`config.mk`:
```
export PLATFORM = sky130hd
export DESIGN_NAME = sap_controller
export DESIGN_NICKNAME = d
export VERILOG_FILES = /design/src/rtl/sap_controller.sv
export SDC_FILE = /design/constraint.sdc
export NUM_CORES = 1
export LEC_CHECK = 0
export ABC_AREA = 1
export BUFFER_PORTS_ARGS = -buffer_cell sky130_fd_sc_hd__buf_2
export CAP_MARGIN = 20
export CELL_PAD_IN_SITES_DETAIL_PLACEMENT = 2
export CELL_PAD_IN_SITES_GLOBAL_PLACEMENT = 2
export CORE_MARGIN = 4
export CORE_UTILIZATION = 23
export CTS_CLUSTER_DIAMETER = 50
export CTS_CLUSTER_SIZE = 40
export DETAILED_ROUTE_END_ITERATION = 12
export PLACE_DENSITY_LB_ADDON = 0.1
export SYNTH_ARGS = -nofsm -noshare
export SYNTH_HDL_FRONTEND = slang
export SYNTH_SLANG_ARGS = --single-unit
```
`constraint.sdc`:
```
create_clock -name clk -period 1.5 [get_ports clk]
set_input_delay 0.15 -clock clk [delete_from_list [all_inputs] [get_ports clk]]
set_output_delay 0.15 -clock clk [all_outputs]
set_load 0.01 [all_outputs]
```
`src/rtl/sap_controller.sv`:
```
// SAP-1 controller-sequencer: a one-hot T1..T6 ring counter decoded with the IR opcode into bus/load strobes.
// Define SAP_CTRL_FAST_CYCLE_EN to end OUT/NOP after T4 and LDA after T5 instead of always running six states.
module sap_controller (
    input  logic       clk,
    input  logic       reset,
    input  logic       ena,
    input  logic [3:0] ir_opcode,
    output logic       pc_inc,
    output logic       pc_out,
    output logic       mar_load,
    output logic       ram_out,
    output logic       ir_load,
    output logic       ir_out,
    output logic       a_load,
    output logic       a_out,
    output logic       b_load,
    output logic       alu_sub,
    output logic       alu_out,
    output logic       out_load,
    output logic [5:0] t_state,
    output logic       halted
);

    localparam logic [5:0] T1 = 6'b000001;
    localparam logic [5:0] T2 = 6'b000010;
    localparam logic [5:0] T3 = 6'b000100;
    localparam logic [5:0] T4 = 6'b001000;
    localparam logic [5:0] T5 = 6'b010000;
    localparam logic [5:0] T6 = 6'b100000;

    localparam logic [3:0] OP_LDA = 4'h0;
    localparam logic [3:0] OP_ADD = 4'h1;
    localparam logic [3:0] OP_SUB = 4'h2;
    localparam logic [3:0] OP_OUT = 4'hE;
    localparam logic [3:0] OP_HLT = 4'hF;

`ifdef SAP_CTRL_FAST_CYCLE_EN
    localparam logic FAST_CYCLE = 1'b1;
`else
    localparam logic FAST_CYCLE = 1'b0;
`endif

    logic [5:0] state_q;
    logic [5:0] state_d;
    logic       halted_q;
    logic       halted_d;
    logic       uses_t5_s;

    // State register with synchronous reset
    always_ff @(posedge clk) begin
        if (reset) begin
            state_q  <= T1;
            halted_q <= 1'b0;
        end else begin
            state_q  <= state_d;
            halted_q <= halted_d;
        end
    end

    // Instructions that need the T5 memory step (only relevant in the short-cycle build)
    always_comb begin
        uses_t5_s = (ir_opcode == OP_LDA) || (ir_opcode == OP_ADD) || (ir_opcode == OP_SUB);
    end

    // Next-state ring advance; HLT freezes the ring at T4 until reset
    always_comb begin
        state_d  = state_q;
        halted_d = halted_q;
        if (halted_q || !ena) begin
            state_d = state_q;
        end else begin
            case (state_q)
                T1: state_d = T2;
                T2: state_d = T3;
                T3: state_d = T4;
                T4: begin
                    if (ir_opcode == OP_HLT) begin
                        state_d  = T4;
                        halted_d = 1'b1;
                    end else if (FAST_CYCLE && !uses_t5_s) begin
                        state_d = T1;
                    end else begin
                        state_d = T5;
                    end
                end
                T5: begin
                    if (FAST_CYCLE && (ir_opcode == OP_LDA)) begin
                        state_d = T1;
                    end else begin
                        state_d = T6;
                    end
                end
                T6:      state_d = T1;
                default: state_d = T1;
            endcase
        end
    end

    // Microcode decode: drives follow state/opcode, loads and pc_inc are gated by ena
    always_comb begin
        pc_inc   = 1'b0;
        pc_out   = 1'b0;
        mar_load = 1'b0;
        ram_out  = 1'b0;
        ir_load  = 1'b0;
        ir_out   = 1'b0;
        a_load   = 1'b0;
        a_out    = 1'b0;
        b_load   = 1'b0;
        alu_sub  = 1'b0;
        alu_out  = 1'b0;
        out_load = 1'b0;
        // Halted collapses to an all-zero decode
        case (halted_q ? 6'b000000 : state_q)
            T1: begin
                pc_out   = 1'b1;
                mar_load = ena;
            end
            T2: pc_inc = ena;
            T3: begin
                ram_out = 1'b1;
                ir_load = ena;
            end
            T4: begin
                case (ir_opcode)
                    OP_LDA, OP_ADD, OP_SUB: begin
                        ir_out   = 1'b1;
                        mar_load = ena;
                    end
                    OP_OUT: begin
                        a_out    = 1'b1;
                        out_load = ena;
                    end
                    default: ir_out = 1'b0;
                endcase
            end
            T5: begin
                case (ir_opcode)
                    OP_LDA: begin
                        ram_out = 1'b1;
                        a_load  = ena;
                    end
                    OP_ADD, OP_SUB: begin
                        ram_out = 1'b1;
                        b_load  = ena;
                        alu_sub = (ir_opcode == OP_SUB);
                    end
                    default: ram_out = 1'b0;
                endcase
            end
            T6: begin
                case (ir_opcode)
                    OP_ADD, OP_SUB: begin
                        alu_out = 1'b1;
                        a_load  = ena;
                        alu_sub = (ir_opcode == OP_SUB);
                    end
                    default: alu_out = 1'b0;
                endcase
            end
            default: pc_out = 1'b0;
        endcase
    end

    assign t_state = state_q;
    assign halted  = halted_q;

endmodule

```
==> impl_metrics.json <==
{
  "cp-end-kind": "output port",
  "dieArea_mm2": 0.003259,
  "synth_compound_area_share_pct": 11.74,
  "wirelength_mm": 2.340,
  "clkTransAtPathRegs_ns": 0.06,
  "drt-met1-wl_um": 981,
  "place.gp.congestion": 0.7256,
  "synthAdderAreaFrac_pct": 0,
  "grt_first_pass_wirelength_mm": 3.670,
  "maxCapViolCount": 0,
  "cts_inserted_buffers": 3,
  "dr.pass1.iters": 4,
  "htree_levels": 1,
  "outcome": "finished with violations",
  "hold_class": "in2reg",
  "setup_tns_ns": -0.2589,
  "setup_viol": 6,
  "cts_sinks": 7,
  "layout-drive-gt1-share_pct": 55.04,
  "startpoint_type": "flip-flop",
  "drcViolationCount": 0,
  "worstPathRequired_ns": 1.35,
  "pin_count": 26,
  "worst_clock_skew_ns": 0.0002934,
  "portBuffers": 25,
  "cts_tree": "done",
  "slew_viol_final": 0,
  "start_util_pct": 24.58,
  "final_nets": 137,
  "p_per_area_mw_per_mm2": 601.0,
  "fin_crit_sh_pct": 105.8,
  "min_period_ns": 1.587,
  "utilization_pct": 39.51,
  "avgSynthCellArea_um2": 6.159,
  "core_mm2": 0.002255,
  "peakVddDrop_v": 0.0002839,
  "ctsRootBufferMaster": "clkbuf_4",
  "path_class": "reg2out",
  "timing.fmax_mhz": 630.1,
  "num_vias": 709,
  "violations": "negative setup slack",
  "syn_nets": 97,
  "synthCells": 90,
  "post_drt_wl_per_cell_um": 14.90,
  "grt_max_degree": 8,
  "syn_area_um2": 554.3,
  "dr.first_iter.drc_count": 10,
  "synth-simple-area-share_pct": 54.85,
  "hold-worst-slack_ns": 0.1425,
  "rsz0062_at_grt": "true",
  "synth_top_family_by_area": "simple AND/OR/NAND/NOR gates",
  "maxUsedRoutingLayer": "met4",
  "yosysSeqAreaShare_pct": 25.28,
  "met2_length_mm": 1.189,
  "dp_slack_ns": 0.1109,
  "overflow": 0,
  "die_w_um": 57.09,
  "cts_buffer_depth": 2,
  "viasPerCell": 4.516,
  "critPathMaxFanout": 5,
  "ys_types": 18,
  "grt_pass1_vias": 783,
  "hold_viol": 0,
  "crit_arrival_ns": 1.44,
  "leakagePower_nw": 0.4274,
  "row_count": 17,
  "dp.cells": 144,
  "grt_use_total_pct": 14.62,
  "antenna_found_initial": 0,
  "final_cells": 157,
  "synthXorXnorAreaFrac_pct": 0,
  "wl_met3_um": 119,
  "max_slew_margin_pct": 82.91,
  "ys_seq_elements": 7,
  "tightest_slew_ns": 0.2554,
  "cts_hold_buf": 0,
  "fin_ws_ns": -0.08700,
  "insertion_delay_ns": 0.27,
  "yosys_warnings": 0,
  "synthMuxAreaShare_pct": 0,
  "synthToLayoutAreaGrowth_pct": 60.72,
  "die_h_um": 57.09,
  "hpwlAfterDp_mm": 1.681,
  "antenna_left": 0,
  "insertedDiodeCount": 0
}
==> worst max-delay path: stages (launching register included) <==
cell	delay [ns]
dfxtp_2	0.36
nor2_4	0.16
nand2_2	0.09
nor2_4	0.12
nand2_4	0.08
nor2_4	0.09
nand2_1	0.08
nand2_1	0.06
buf_2	0.12
==> routing by layer <==
| metal | GRT usage [%] | vias to the layer above |
|---|---|---|
| met3 | 2.715 | 6 |
| met4 | 6.954 | 0 |
| met2 | 25.12 | 22 |
| met1 | 17.39 | 323 |
| met5 | 0 | - |
| li1 | - | 358 |
==> final timing paths <==
kind / start / end / slack [ns] / cells past startpoint
worst max-delay path: t_state[5] / mar_load / -0.09 / 8
worst min-delay path: reset / t_state[5] / 0.14 / 2
worst max register to register: t_state[5] / t_state[0] / 0.27 / 7
worst min register to register: t_state[0] / t_state[0] / 0.52 / 2
==> power breakdown <==
part | switching, mW | internal, mW | total [mW]
clock network | 0.0867 | 0.103 | 0.189
registers | 0.0110 | 0.191 | 0.202
logic | 0.0862 | 0.0582 | 0.144
total | 0.184 | 0.352 | 0.535
==> sequential cells by signal, indices dropped and copies added (netlist names) <==
signal / flops
t_state: 6
halted: 1
==> cell families (layout without fill, tap and decap cells) <==
kind of cell | count (synthesis) | count (layout)
and+or+nand+nor | 60 | 60
DFF | 7 | 7
AOI/OAI and AO/OA | 11 | 11
buffers and inverters | 12 | 51
==> area by class of cell <==
class	count	area [µm²]
Clock buffer	4	26.28
Fill cell	308	1364
Inverter	12	45.04
Multi-Input combinational cell	71	419.2
Sequential cell	7	158.9
Tap cell	28	35.03
Timing Repair Buffer	35	206.4
==> cell usage after synthesis (all sizes together) <==
| cell type | count | area [µm²] |
|---|---|---|
| nand2 | 28 | 115.1 |
| nor2 | 21 | 116.4 |
| inv | 12 | 45.04 |
| a21oi | 9 | 48.80 |
| dfxtp | 7 | 140.1 |
| nand3 | 7 | 40.04 |
| nand3b | 1 | 7.510 |
| nand4 | 1 | 6.260 |
| nor3b | 1 | 12.51 |
| o21a | 1 | 7.510 |
| o21ai | 1 | 8.760 |
| or2 | 1 | 6.260 |
==> cells in the final DEF (no fill, tap or decap) <==
cell,synthesis,routed
nand2_1,24,24
nor2_2,3,5
nor2_1,14,8
inv_1,11,10
buf_2,0,24
clkbuf_4,0,3
a21oi_1,8,8
inv_2,1,2
o21ai_2,1,1
dfxtp_4,0,4
buf_6,0,1
dfxtp_2,0,3
nand2_4,0,1
nor2_4,4,8
nand3b_1,1,1
nor3b_2,1,1
nand3_1,6,4
clkbuf_1,0,1
a21oi_2,1,1
nand3_2,1,3
nand4_1,1,1
or2_2,1,1
o21a_1,1,1
buf_4,0,10
nand2_2,4,3
==> repair_timing <==
| item | in CTS | in global routing |
|---|---|---|
| pin swaps | 7 | 4 |
| setup buffers | 7 | 2 |
| resized for setup | 12 | 14 |
| setup endpoints to repair | 9 | 11 |
==> stage by stage <==
step	cell area, µm²	power [mW]
after floorplan	554.3	0.2777
after global placement	721.9	0.3255
after detailed placement	721.9	0.3296
after CTS	825.8	0.5316
after global routing	890.9	0.5767
final	890.9	0.5354
No activity file was read; power rests on OpenSTA's default activity.
